**src/rtl/window_peak_tracker_pkg.sv**
```systemverilog
// Shared types and defaults for the windowed max/min tracker.
package window_peak_pkg;

  localparam int unsigned DEF_WIDTH  = 16;
  localparam int unsigned DEF_WINDOW = 8;
  localparam int unsigned COUNT_W    = 16;

  typedef enum logic [1:0] {
    FIRST = 2'd0,
    ACCUM = 2'd1,
    HOLD  = 2'd2
  } state_e;

endpackage

```
**src/rtl/window_peak_tracker_if.sv**
```systemverilog
// Sample-in / result-out handshake bundle for window_peak_tracker.
interface window_peak_tracker_if #(
  parameter int unsigned WIDTH = window_peak_pkg::DEF_WIDTH
);

  logic                                sample_valid;
  logic [WIDTH-1:0]                    sample_data;
  logic                                sample_ready;
  logic                                result_valid;
  logic                                result_ready;
  logic [WIDTH-1:0]                    result_max;
  logic [WIDTH-1:0]                    result_min;
  logic                                result_all_eq;
  logic [window_peak_pkg::COUNT_W-1:0] sample_count;

  modport master (
    output sample_valid, sample_data, result_ready,
    input  sample_ready, result_valid, result_max, result_min,
           result_all_eq, sample_count
  );

  modport slave (
    input  sample_valid, sample_data, result_ready,
    output sample_ready, result_valid, result_max, result_min,
           result_all_eq, sample_count
  );

endinterface

```
**src/rtl/window_peak_tracker_mag_compare16.sv**
```systemverilog
// Combinational unsigned magnitude compare, width set by parameter.
module mag_compare16 #(
  parameter int unsigned WIDTH = 16
) (
  input  logic [WIDTH-1:0] a_i,
  input  logic [WIDTH-1:0] b_i,
  output logic             gt_o,
  output logic             lt_o,
  output logic             eq_o
);

  always_comb begin
    gt_o = (a_i > b_i);
    lt_o = (a_i < b_i);
    eq_o = (a_i == b_i);
  end

endmodule

```
**src/rtl/window_peak_tracker.sv**
```systemverilog
// Tracks running max/min over WINDOW accepted samples and presents the
// result on a held valid/ready port.
module window_peak_tracker
  import window_peak_pkg::*;
#(
  parameter int unsigned WIDTH  = DEF_WIDTH,
  parameter int unsigned WINDOW = DEF_WINDOW
) (
  input  logic                 clk,
  input  logic                 rst,
  window_peak_tracker_if.slave bus
);

  state_e             state_q, state_d;
  logic [WIDTH-1:0]   run_max_q, run_min_q;
  logic [WIDTH-1:0]   res_max_q, res_min_q;
  logic               res_eq_q, res_valid_q;
  logic [COUNT_W-1:0] count_q;

  logic               sample_ready;
  logic               accept;
  logic               max_gt, min_lt;
  logic               max_lt_unused, max_eq_unused, min_gt_unused, min_eq_unused;
  logic [WIDTH-1:0]   upd_max, upd_min;
  logic               last_sample;

  mag_compare16 #(.WIDTH(WIDTH)) u_cmp_max (
    .a_i  (bus.sample_data),
    .b_i  (run_max_q),
    .gt_o (max_gt),
    .lt_o (max_lt_unused),
    .eq_o (max_eq_unused)
  );

  mag_compare16 #(.WIDTH(WIDTH)) u_cmp_min (
    .a_i  (bus.sample_data),
    .b_i  (run_min_q),
    .gt_o (min_gt_unused),
    .lt_o (min_lt),
    .eq_o (min_eq_unused)
  );

  always_comb begin
    sample_ready = (state_q != HOLD);
    accept       = bus.sample_valid && sample_ready;
    upd_max      = max_gt ? bus.sample_data : run_max_q;
    upd_min      = min_lt ? bus.sample_data : run_min_q;
    last_sample  = (count_q == COUNT_W'(WINDOW - 1));
    state_d      = state_q;
    case (state_q)
      FIRST:   if (accept) state_d = ACCUM;
      ACCUM:   if (accept && last_sample) state_d = HOLD;
      HOLD:    if (bus.result_ready) state_d = FIRST;
      default: state_d = FIRST;
    endcase
  end

  always_ff @(posedge clk) begin
    if (rst) begin
      state_q     <= FIRST;
      run_max_q   <= '0;
      run_min_q   <= '0;
      res_max_q   <= '0;
      res_min_q   <= '0;
      res_eq_q    <= 1'b0;
      res_valid_q <= 1'b0;
      count_q     <= '0;
    end else begin
      state_q <= state_d;
      case (state_q)
        FIRST: if (accept) begin
          run_max_q <= bus.sample_data;
          run_min_q <= bus.sample_data;
          count_q   <= COUNT_W'(1);
        end
        ACCUM: if (accept) begin
          run_max_q <= upd_max;
          run_min_q <= upd_min;
          count_q   <= count_q + 1'b1;
          // Result is taken from the values including this final sample.
          if (last_sample) begin
            res_max_q   <= upd_max;
            res_min_q   <= upd_min;
            res_eq_q    <= (upd_max == upd_min);
            res_valid_q <= 1'b1;
          end
        end
        HOLD: if (bus.result_ready) begin
          res_valid_q <= 1'b0;
          count_q     <= '0;
        end
        default: ;
      endcase
    end
  end

  assign bus.sample_ready  = sample_ready;
  assign bus.result_valid  = res_valid_q;
  assign bus.result_max    = res_max_q;
  assign bus.result_min    = res_min_q;
  assign bus.result_all_eq = res_eq_q;
  assign bus.sample_count  = count_q;

endmodule

```
**src/flat_wrapper.sv**
```systemverilog
// flat-port wrapper written by rule: the top's interface ports become plain ports
module window_peak_tracker_flat import window_peak_pkg::*;
#(
  parameter int unsigned WIDTH  = DEF_WIDTH,
  parameter int unsigned WINDOW = DEF_WINDOW
)
  (clk, rst, bus_sample_valid, bus_sample_data, bus_result_ready, bus_sample_ready, bus_result_valid, bus_result_max, bus_result_min, bus_result_all_eq, bus_sample_count);
  window_peak_tracker_if #(.WIDTH(WIDTH)) bus_i ();
  input  logic clk;
  input  logic rst;
  input wire logic [$bits(bus_i.sample_valid)-1:0] bus_sample_valid;
  input wire logic [$bits(bus_i.sample_data)-1:0] bus_sample_data;
  input wire logic [$bits(bus_i.result_ready)-1:0] bus_result_ready;
  output wire logic [$bits(bus_i.sample_ready)-1:0] bus_sample_ready;
  output wire logic [$bits(bus_i.result_valid)-1:0] bus_result_valid;
  output wire logic [$bits(bus_i.result_max)-1:0] bus_result_max;
  output wire logic [$bits(bus_i.result_min)-1:0] bus_result_min;
  output wire logic [$bits(bus_i.result_all_eq)-1:0] bus_result_all_eq;
  output wire logic [$bits(bus_i.sample_count)-1:0] bus_sample_count;
  assign bus_i.sample_valid = bus_sample_valid;
  assign bus_i.sample_data = bus_sample_data;
  assign bus_i.result_ready = bus_result_ready;
  assign bus_sample_ready = bus_i.sample_ready;
  assign bus_result_valid = bus_i.result_valid;
  assign bus_result_max = bus_i.result_max;
  assign bus_result_min = bus_i.result_min;
  assign bus_result_all_eq = bus_i.result_all_eq;
  assign bus_sample_count = bus_i.sample_count;
  window_peak_tracker #(.WIDTH(WIDTH), .WINDOW(WINDOW)) u_core (.clk(clk), .rst(rst), .bus(bus_i));
endmodule
```
**config.mk**
```make
export PLATFORM = sky130hd
export DESIGN_NAME = window_peak_tracker_flat
export DESIGN_NICKNAME = d
export VERILOG_FILES = /design/src/rtl/window_peak_tracker_pkg.sv /design/src/rtl/window_peak_tracker_if.sv /design/src/rtl/window_peak_tracker_mag_compare16.sv /design/src/rtl/window_peak_tracker.sv /design/src/flat_wrapper.sv
export SDC_FILE = /design/constraint.sdc
export NUM_CORES = 1
export LEC_CHECK = 0
export CAP_MARGIN = 20
export CORE_MARGIN = 4
export CORE_UTILIZATION = 57
export CTS_CLUSTER_DIAMETER = 100
export DETAILED_ROUTE_END_ITERATION = 10
export HOLD_SLACK_MARGIN = 0.03
export PLACE_DENSITY = 0.9
export SLEW_MARGIN = 15
export SYNTH_ARGS = -nofsm -noshare
export SYNTH_HDL_FRONTEND = slang
export SYNTH_HIERARCHICAL = 1
export SYNTH_SLANG_ARGS = --single-unit
```
**constraint.sdc**
```tcl
create_clock -name clk -period 9.6 [get_ports clk]
set_input_delay 2.88 -clock clk [delete_from_list [all_inputs] [get_ports clk]]
set_output_delay 2.88 -clock clk [all_outputs]
set_load 0.05 [all_outputs]
```
### Word-level counts from Yosys, hierarchy flattened

Cells that the tools add are included.

* flip-flop bits (word level): 84
* word-level logic and storage cells: 51
* bits of input ports: 20
* output and inout bits: 51

* magnitude comparators: 2
* reductions and logical operators: 11
* add/sub/neg operators: 1
* equal/unequal tests: 10
* mux-type cells: 19

Operators with widths (count)
* $mux W16: 8
* $pmux W16 S2: 2
* $pmux W16 S3: 1
* $add A16 B1 Y16 const B: 1
* $eq A16 B16 Y1: 1
* $eq A16 B3 Y1 const B: 1
* $gt A16 B16 Y1: 1
* $lt A16 B16 Y1: 1
* $reduce_and A3 Y1: 3
* $ne A2 B1 Y1 const B: 4
* $reduce_and A4 Y1: 2
* $mux W2: 3
* $pmux W2 S3: 1
* $ne A2 B2 Y1 const B: 2
* $reduce_bool A2 Y1: 2
* $mux W1: 3
* $reduce_bool A3 Y1: 1
* $eq A2 B1 Y1 const B: 1
* $eq A2 B2 Y1 const B: 1
* $logic_and A1 B1 Y1: 2
* $logic_not A2 Y1: 1
* $pmux W1 S2: 1

### Depth between registers and ports, before layout

Gate-level depths: netlist of run 1.

* word-level depth: 5
* mapped depth: 14
* gate-level depth less buffers: 12

### Modules after synthesis

Netlist of run 1, hierarchy kept.

By module, submodules not included
* window_peak_tracker: area an instance 4032.6 um^2, cells each 453, instances 1
* mag_compare16: area an instance 412.9 um^2, cells each 58, instances 2

### Worst setup path after synthesis of run 1

Ideal clock, no wire load.

* kind: input-to-reg
* from: input port bus_sample_data[15]
* to: register u_core.run_max_q[10]
* slack: 4.200 ns
* stages on the path: 11
* arrival time: 5.272 ns
* data required time: 9.472 ns
* setup time: 0.128 ns
* cell sequence: ha_1 > nand4_2 > a2111o_1 > a31oi_1 > buf_4 > buf_2 > nand2_1 > a21oi_2 > buf_4 > mux2i_1 > nor2_1

* word-level cells in the longest chain between the ends: 4

RTL lines
* start, declared: RTL line flat_wrapper.sv:12 `input wire logic [$bits(bus_i.sample_data)-1:0] bus_sample_data;`
* $gt A16 B16 Y1: RTL line window_peak_tracker_mag_compare16.sv:13 `gt_o = (a_i > b_i);`
* via u_core.max_gt: RTL line window_peak_tracker.sv:22 `logic max_gt, min_lt;`
* $mux W16: RTL line window_peak_tracker.sv:46 `upd_max = max_gt ? bus.sample_data : run_max_q;`
* $mux W16: RTL line window_peak_tracker.sv:76 `ACCUM: if (accept) begin`
* $pmux W16 S2: RTL line window_peak_tracker.sv:70 `case (state_q)`
* end signal, assigned: RTL line window_peak_tracker.sv:72 `run_max_q <= bus.sample_data;`
* end signal, assigned: RTL line window_peak_tracker.sv:77 `run_max_q <= upd_max;`
* end, declared: RTL line window_peak_tracker.sv:15 `logic [WIDTH-1:0] run_max_q, run_min_q;`

The timed path passes the listed nets, and every way through them passes these cells. The select of a mux whose other input is x is not followed.
A chain may end at the register's enable or synchronous reset.

### Final worst setup path of run 1

* from: input port bus_sample_data[1]
* to: register u_core.run_max_q[15]

The elaborated chain is that of the path after synthesis.

==> reports/summary.md, run 1 <==
Broken down by cell family, the worst path's largest delay share belongs to compound AO/OA/AOI/OAI gates. The destination of the worst hold path is u_core/bus.result_valid. For this run, design rule violations remaining after detail routing come to 0. The run gives 0.393 as the power share of the combinational group. Setup repair after global routing left no endpoint under its margin.

The fraction of power spent switching nets is 0.3807. The routed design could run at a clock period as short as 6.354 ns. The clock sink total was 84; the global-route congestion overflow total was 0. The beginning of the worst hold path is u_core/bus.result_valid.

Hold repair after CTS inserted 0 buffers. The average detailed-routed wire length per instance was 16.82 µm. The final layout net count was 686.

The tool flagged a number of max-cap violations equal to 0. Relative contribution of the clock network to total power: 0.241. The vertical extent of the die works out to 100.1 µm.

The placed instances occupy a cell area of 5587 µm². Number of fillers in the final layout: 631. Clock tree synthesis selected as its root buffer the cell sky130_fd_sc_hd__clkbuf_8.

At the later pin of the worst-skew pair, clock insertion delay measures 0.36 ns. The delay of the slowest critical-path stage works out to 0.57 ns. The first global-routing pass estimated 20240 µm of wire. The achievable clock frequency is 157.4 MHz, and the initial antenna violation count is 0. The slew at the pin closest to its max-slew limit is 0.7742 ns. The placed wire-length estimate after detailed placement is 8968 µm.

For this design the ratio of total power to cell area is 204.3 nW/µm². Excluding fillers, the count of instances in the completed layout stands at 737. The global router's overall resource usage was 0.2514; the required time of the critical path was 9.82 ns. The logs give 4139 for the via count of the first global-routing pass and 6 for the number of warning messages in the yosys log. Across all layers, the routed design uses 4267 vias.

TritonCTS built the clock tree. The run gives 5 as the number of iterations in the first detailed-routing pass. After floorplanning, the core was sized to cover 8217 µm².

By startpoint and endpoint, the worst setup path is classified as in -> reg. From synthesis to final layout, the design area changed by 20.24%. The number of buffers and inverters on the critical path is 3. STA classifies the critical path endpoint as a flip-flop.

The signal on the critical path passes through clkdlybuf4s50_1, ha_1, nor2b_1, o211ai_1, a2111o_1, a31oi_2, buf_4, nand2_1, a21oi_2, buf_8, mux2i_1, nor2_1. The number of hold violations in the final report was 0; the post-synthesis area per instance was 8.555 µm². The run gives 9 as the TritonCTS buffer count. The startpoint identified for the worst register-to-register timing path is u_core/run_max_q[15]. The floorplan step defined a die boundary enclosing 10020 µm².

The normalized max-slew margin is 0.4839. The run gives 71 as the number of I/O pins. In this run the core area contains 33 standard-cell rows. Worst clock skew: 0.005511 ns. In this run the critical register-to-register path is captured at u_core/run_max_q[15]. End-of-flow core utilization: 0.7073. After detailed routing, the total wire length is 12400 µm. CTS built an H-tree with a depth of 3.

The number of nets in the synthesized netlist is 624. For the cell area after technology mapping, the log shows 4833 µm². Across all register-to-register paths, the minimum setup slack is 5.93 ns. The part of the total power dissipated in sequential elements was 0.366; the diode insertion count for antenna repair was 0.

STA classifies the critical path startpoint as a primary input. The internal power summed over all cells is 735.2 µW, and the placed cell count is 721. The final hold slack is 0.4762 ns, and the static leakage is 2.328 nW. The run finished with clean final reports. The cell depth of the worst flop-to-flop path is 11, and the arrival time at the worst endpoint is 6.58 ns. In the synthesized netlist, the number of instances is 565. For this block, the initial DRC count from the detailed router was 294.

Once detail routing completed, the nets flagged for antenna violations numbered 0. Clock-pin slew was measured on the worst setup and hold paths at 0.08 ns. In the routed layout, each cell is associated on average with a via count of 5.790. The final cell area excluding filler cells is 5812 µm². Across the VDD grid, the largest voltage drop is 0.1028 mV. Slowest cell on the critical path: sky130_fd_sc_hd__a21oi_2.

The die span in x works out to 100.1 µm. Adding up every negative setup slack in the final design gives 0 ns. The routability congestion estimate came out at 0.9081. The number of setup buffers added after CTS is 0. Tracing the worst setup path back leads to its startpoint at bus_sample_data[1]. For this design the total switching power over the nets is 452.0 µW. The effective utilization at floorplan is 0.5882, and the number of port buffers is 70. The min-delay analysis places its worst path in the category reg -> reg. The final number of max-transition violations is 0, and the fraction of layout instances using a drive strength above 1 is 0.05063. The run gives 76 as the maximum number of pins on one net before global-route repair. The count of cells along the worst hold path was 2. Gates resized during post-CTS repair numbered 0. The share of the cycle needed by the critical path after routing is 0.6619, and the buffer levels on the longest clock path is 2.

The number of setup violations in the final report was 0; the highest net fanout along the worst path was 12.
power groups by stage:
| stage | sequential (mW) | clock, mW | combinational [mW] |
|---|---|---|---|
| after floorplan | 0.433 | 0 | 0.339 |
| after global placement | 0.437 | 0 | 0.426 |
| after global routing | 0.439 | 0.305 | 0.506 |
| after CTS | 0.432 | 0.291 | 0.459 |
| after detailed placement | 0.440 | 0 | 0.452 |
| final | 0.435 | 0.286 | 0.466 |
how the worst max path moves through the flow:
stage          cells after the start              endpoint
2_1_floorplan                     11  u_core/run_max_q[10]
3_3_place_gp                      10   u_core/run_max_q[1]
3_5_place_dp                      11   u_core/run_max_q[8]
4_1_cts                           11  u_core/run_max_q[15]
5_1_grt                           12   u_core/run_max_q[4]
6_report                          12  u_core/run_max_q[15]
area by class of cell:
cell class                 count  area, µm²  share of cell area
tap                          105      131.4             0.02260
clock inverter                 5      83.83             0.01442
clock buffer                  11      141.4             0.02433
multi-input combinational    418       2883              0.4960
timing repair buffer          76      748.2              0.1287
sequential                    84       1682              0.2893
inverter                      38      142.6             0.02454
worst register-to-register path, stage by stage, from the launching register on:
cell,delay (ns)
sky130_fd_sc_hd__dfxtp_1,0.42
sky130_fd_sc_hd__inv_1,0.08
sky130_fd_sc_hd__ha_1,0.34
sky130_fd_sc_hd__nand4_2,0.17
sky130_fd_sc_hd__a2111o_1,0.42
sky130_fd_sc_hd__a31oi_2,0.54
sky130_fd_sc_hd__buf_4,0.34
sky130_fd_sc_hd__nand2_1,0.10
sky130_fd_sc_hd__a21oi_2,0.57
sky130_fd_sc_hd__buf_8,0.24
sky130_fd_sc_hd__mux2i_1,0.25
sky130_fd_sc_hd__nor2_1,0.06
through the flow:
step,worst slack (ns),total power [mW]
after floorplan,4.218,0.7720
after global placement,2.899,0.8626
after detailed placement,2.969,0.8916
after CTS,3.326,1.182
after global routing,3.128,1.250
final,3.246,1.187
state kept, by name, indices dropped and copies added (netlist names):
register,flops
u_core/run_min_q,16
u_core/run_max_q,16
u_core/bus.result_valid,1
u_core/bus.result_min,16
u_core/state_q,2
u_core/bus.sample_count,16
u_core/bus.result_max,16
u_core/bus.result_all_eq,1
layout by cell type, fill, tap and decap left out, drive strengths merged, types with 3 or more instances in the layout:
master	instances
nor4	3
xor2	37
or3	3
o21ai	7
a211oi	3
inv	39
nand3	6
nand2	22
a21oi	51
dfxtp	84
nand2b	3
nand4	15
clkdlybuf4s50	69
mux2i	66
clkbuf	11
ha	39
xnor2	7
buf	7
nor3	7
and3	3
nor2b	4
nor2	119
routing by layer:
layer	track usage	vias up	part of all wire
met5	0	-	0
met4	0.1130	0	0.032
met1	0.3233	2003	0.42
met3	0.04239	36	0.068
met2	0.4146	187	0.48
li1	-	2041	-
No activity file was read; power rests on OpenSTA's default activity.
==> inputs of run 2 (changes only) <==
CORE_UTILIZATION = 50   (was 57)
PLACE_DENSITY = 0.84   (was 0.9)
clock period = 5.7 ns   (was 9.6 ns; I/O delays follow)
==> reports/summary.md, run 2 (same netlist as run 1, synthesis figures left out) <==
The tools report the normalized max-slew margin as 0.4461. The tools report the global router's overall resource usage as 0.2155. On the worst path, the slowest cell contributes a delay of 0.55 ns. The diode insertion count for antenna repair is 0.

The run gives 0.01309 ns as the worst clock skew. The most common cell after layout, fill and taps aside is sky130_fd_sc_hd__nor2_1. For this block, the initial DRC count from the detailed router was 251.

For this run, the detailed router's first-pass iteration total came to 5. The clock passes through at most 2 buffers. The core area was 9328 µm²; the initial antenna violation count was 0.

Counting the fill cells in the layout gives 799. Data on the critical path arrives at its endpoint at 5.28 ns. Including well taps, the total number of placed cells is 752. Number of port buffers: 70. The relative area change from synthesis to final layout is 22.44%.

Via count of the first global-routing pass: 3964. For the worst setup path, the data required time is 6.00 ns. The count of cells resized by post-cts repair is 0, and the clock sink total is 84. The die span in x came out at 106.3 µm. The worst setup path is launched from a primary input. Excluding fillers, the count of instances in the completed layout stands at 768. The tools report the clock latency at the later pin of the worst-skew pair as 0.36 ns. The final number of max-transition violations was 0; the number of setup buffers added after CTS was 0.

For this design the static power due to leakage is 2.380 nW. The number of I/O pins came out at 71. The path type of the worst setup path was in -> reg.

The fraction of layout instances using a drive strength above 1 was 0.06260; the highest net fanout along the worst path was 13. The worst-case IR drop observed on VDD is 0.1539 mV. The number of H-tree branching levels came out at 3. The family with the most delay on the worst path is compound AO/OA/AOI/OAI gates.

The top cell types in the final layout, fill and taps aside, are sky130_fd_sc_hd__nor2_1, sky130_fd_sc_hd__dfxtp_1, sky130_fd_sc_hd__clkdlybuf4s50_1, sky130_fd_sc_hd__mux2i_1, sky130_fd_sc_hd__a21oi_1. The routed via count divided by cell count was 5.431; the number of hold violations in the final report was 0. The number of clock buffers added by TritonCTS is 9.

The effective utilization at floorplan was 0.5182. Final hold slack: 0.4784 ns. The worst min-delay path class is reg -> reg. For the pin with the worst max-slew slack, the measured transition is 0.8308 ns. Once detail routing completed, the nets flagged for antenna violations numbered 0. Based on the critical path, the design can be clocked at up to 201.0 MHz. The number of buffer and inverter instances along the worst setup path is 2, and the count of vias placed by the detailed router is 4171. The HPWL after detailed placement is 9008 µm.

The worst path in the final design needs a cycle of 4.975 ns, including I/O delays and setup. The run finished with clean final reports. Clock-pin slew was measured on the worst setup and hold paths at 0.10 ns. The tools report the number of placement rows as 35. The clock root buffer master was sky130_fd_sc_hd__clkbuf_8. The run gives 0 as the number of DRC violations after detailed routing.

The global-route congestion overflow total is 0, and the routed wire length is 12290 µm. Traced cell by cell, the critical path runs through clkdlybuf4s50_1, ha_1, nand4_2, a2111o_1, a31oi_2, buf_4, mux2i_1, xor2_1, a41oi_1, a21oi_1, o2111ai_1, nand2_1. The share of the cycle needed by the critical path after routing is 0.8729, and the number of max-cap violations is 0.

After clock tree synthesis, the flow added hold-fix buffers numbering 0. TritonCTS built the clock tree. Setup repair after global routing left no endpoint under its margin. The average detailed-routed wire length per instance works out to 16.00 µm. Among all stages on the critical path, the largest delay is contributed by sky130_fd_sc_hd__clkdlybuf4s50_1. Power spread over the standard cell area amounts to 345.5 nW/µm².

The run gives 693 as the final layout net count. The first global-routing pass estimated 19630 µm of wire. The logs give 48 for the maximum number of pins on one net before global-route repair and 0 ns for the total negative slack. Vertical extent of the die: 106.3 µm. Routability-driven placement finished with a final weighted congestion of 0.9492. Setup violations remaining at the end of the flow were counted as 0.

Kind of end point of the critical path: a flip-flop. The die outline area was 11300 µm².
==> run 2: cell count changes in the layout (fill, tap and decap cells not counted) <==
cell                         delta
sky130_fd_sc_hd__buf_4          +8
sky130_fd_sc_hd__clkinvlp_4     -2
sky130_fd_sc_hd__buf_8          -1
sky130_fd_sc_hd__bufinv_16      +1
sky130_fd_sc_hd__clkbuf_1       -1
sky130_fd_sc_hd__clkbuf_8       -1
sky130_fd_sc_hd__clkinv_4       +1
sky130_fd_sc_hd__clkinv_8       +1
sky130_fd_sc_hd__inv_6          +1
==> run 2: final cells by class <==
class / instances / area, µm² / area share
Clock inverter: 7 / 132.6 / 0.02241
Multi-Input combinational cell: 418 / 2883 / 0.4871
Tap cell: 129 / 161.4 / 0.02727
Timing Repair Buffer: 83 / 793.3 / 0.1340
Clock buffer: 9 / 123.9 / 0.02093
Sequential cell: 84 / 1682 / 0.2841
Inverter: 38 / 142.6 / 0.02410
==> run 2: metal layers <==
layer	up-vias	track usage	wire, µm
li1	2058	-	-
met2	133	0.3611	5835
met1	1959	0.2838	5524
met3	21	0.04129	725
met5	-	0	0
met4	0	0.05735	203
==> run 2: worst reg2reg max path: stages, from the launching register on <==
cell and delay (ns):
sky130_fd_sc_hd__dfxtp_1 0.42, sky130_fd_sc_hd__inv_1 0.07, sky130_fd_sc_hd__ha_1 0.33, sky130_fd_sc_hd__nand4_2 0.18, sky130_fd_sc_hd__a2111o_1 0.44, sky130_fd_sc_hd__a31oi_2 0.51, sky130_fd_sc_hd__buf_4 0.35, sky130_fd_sc_hd__mux2i_1 0.37
sky130_fd_sc_hd__xor2_1 0.21, sky130_fd_sc_hd__a41oi_1 0.16, sky130_fd_sc_hd__a21oi_1 0.16, sky130_fd_sc_hd__o2111ai_1 0.14, sky130_fd_sc_hd__nand2_1 0.08
==> run 2: worst paths after layout <==
kind                           startpoint                       end  slack (ns)  cells after the start
hold reg to reg   u_core/bus.result_valid   u_core/bus.result_valid        0.48                      2
hold / removal    u_core/bus.result_valid   u_core/bus.result_valid        0.48                      2
setup reg to reg     u_core/run_max_q[15]  u_core/bus.result_all_eq        2.23                     12
setup / recovery      bus_sample_data[15]  u_core/bus.result_all_eq        0.72                     12
==> run 2: metrics by stage <==
stage,power (mW),utilization,setup WS [ns],instance area (µm²)
finish,2.045,0.6345,0.7245,5918
detailed placement,1.503,0.6070,0.4526,5662
global route,2.153,0.6345,0.5182,5918
floorplan,1.300,-,1.488,4833
global placement,1.476,0.6070,0.5535,5662
CTS,2.039,0.6345,0.7996,5918
==> run 2: report_power, final <==
group / total [mW] / switching, mW / internal (mW) / leakage (nW)
sequential: 0.736 / 0.0884 / 0.648 / 0.682
combinational: 0.772 / 0.443 / 0.329 / 1.57
clock: 0.536 / 0.238 / 0.299 / 0.127
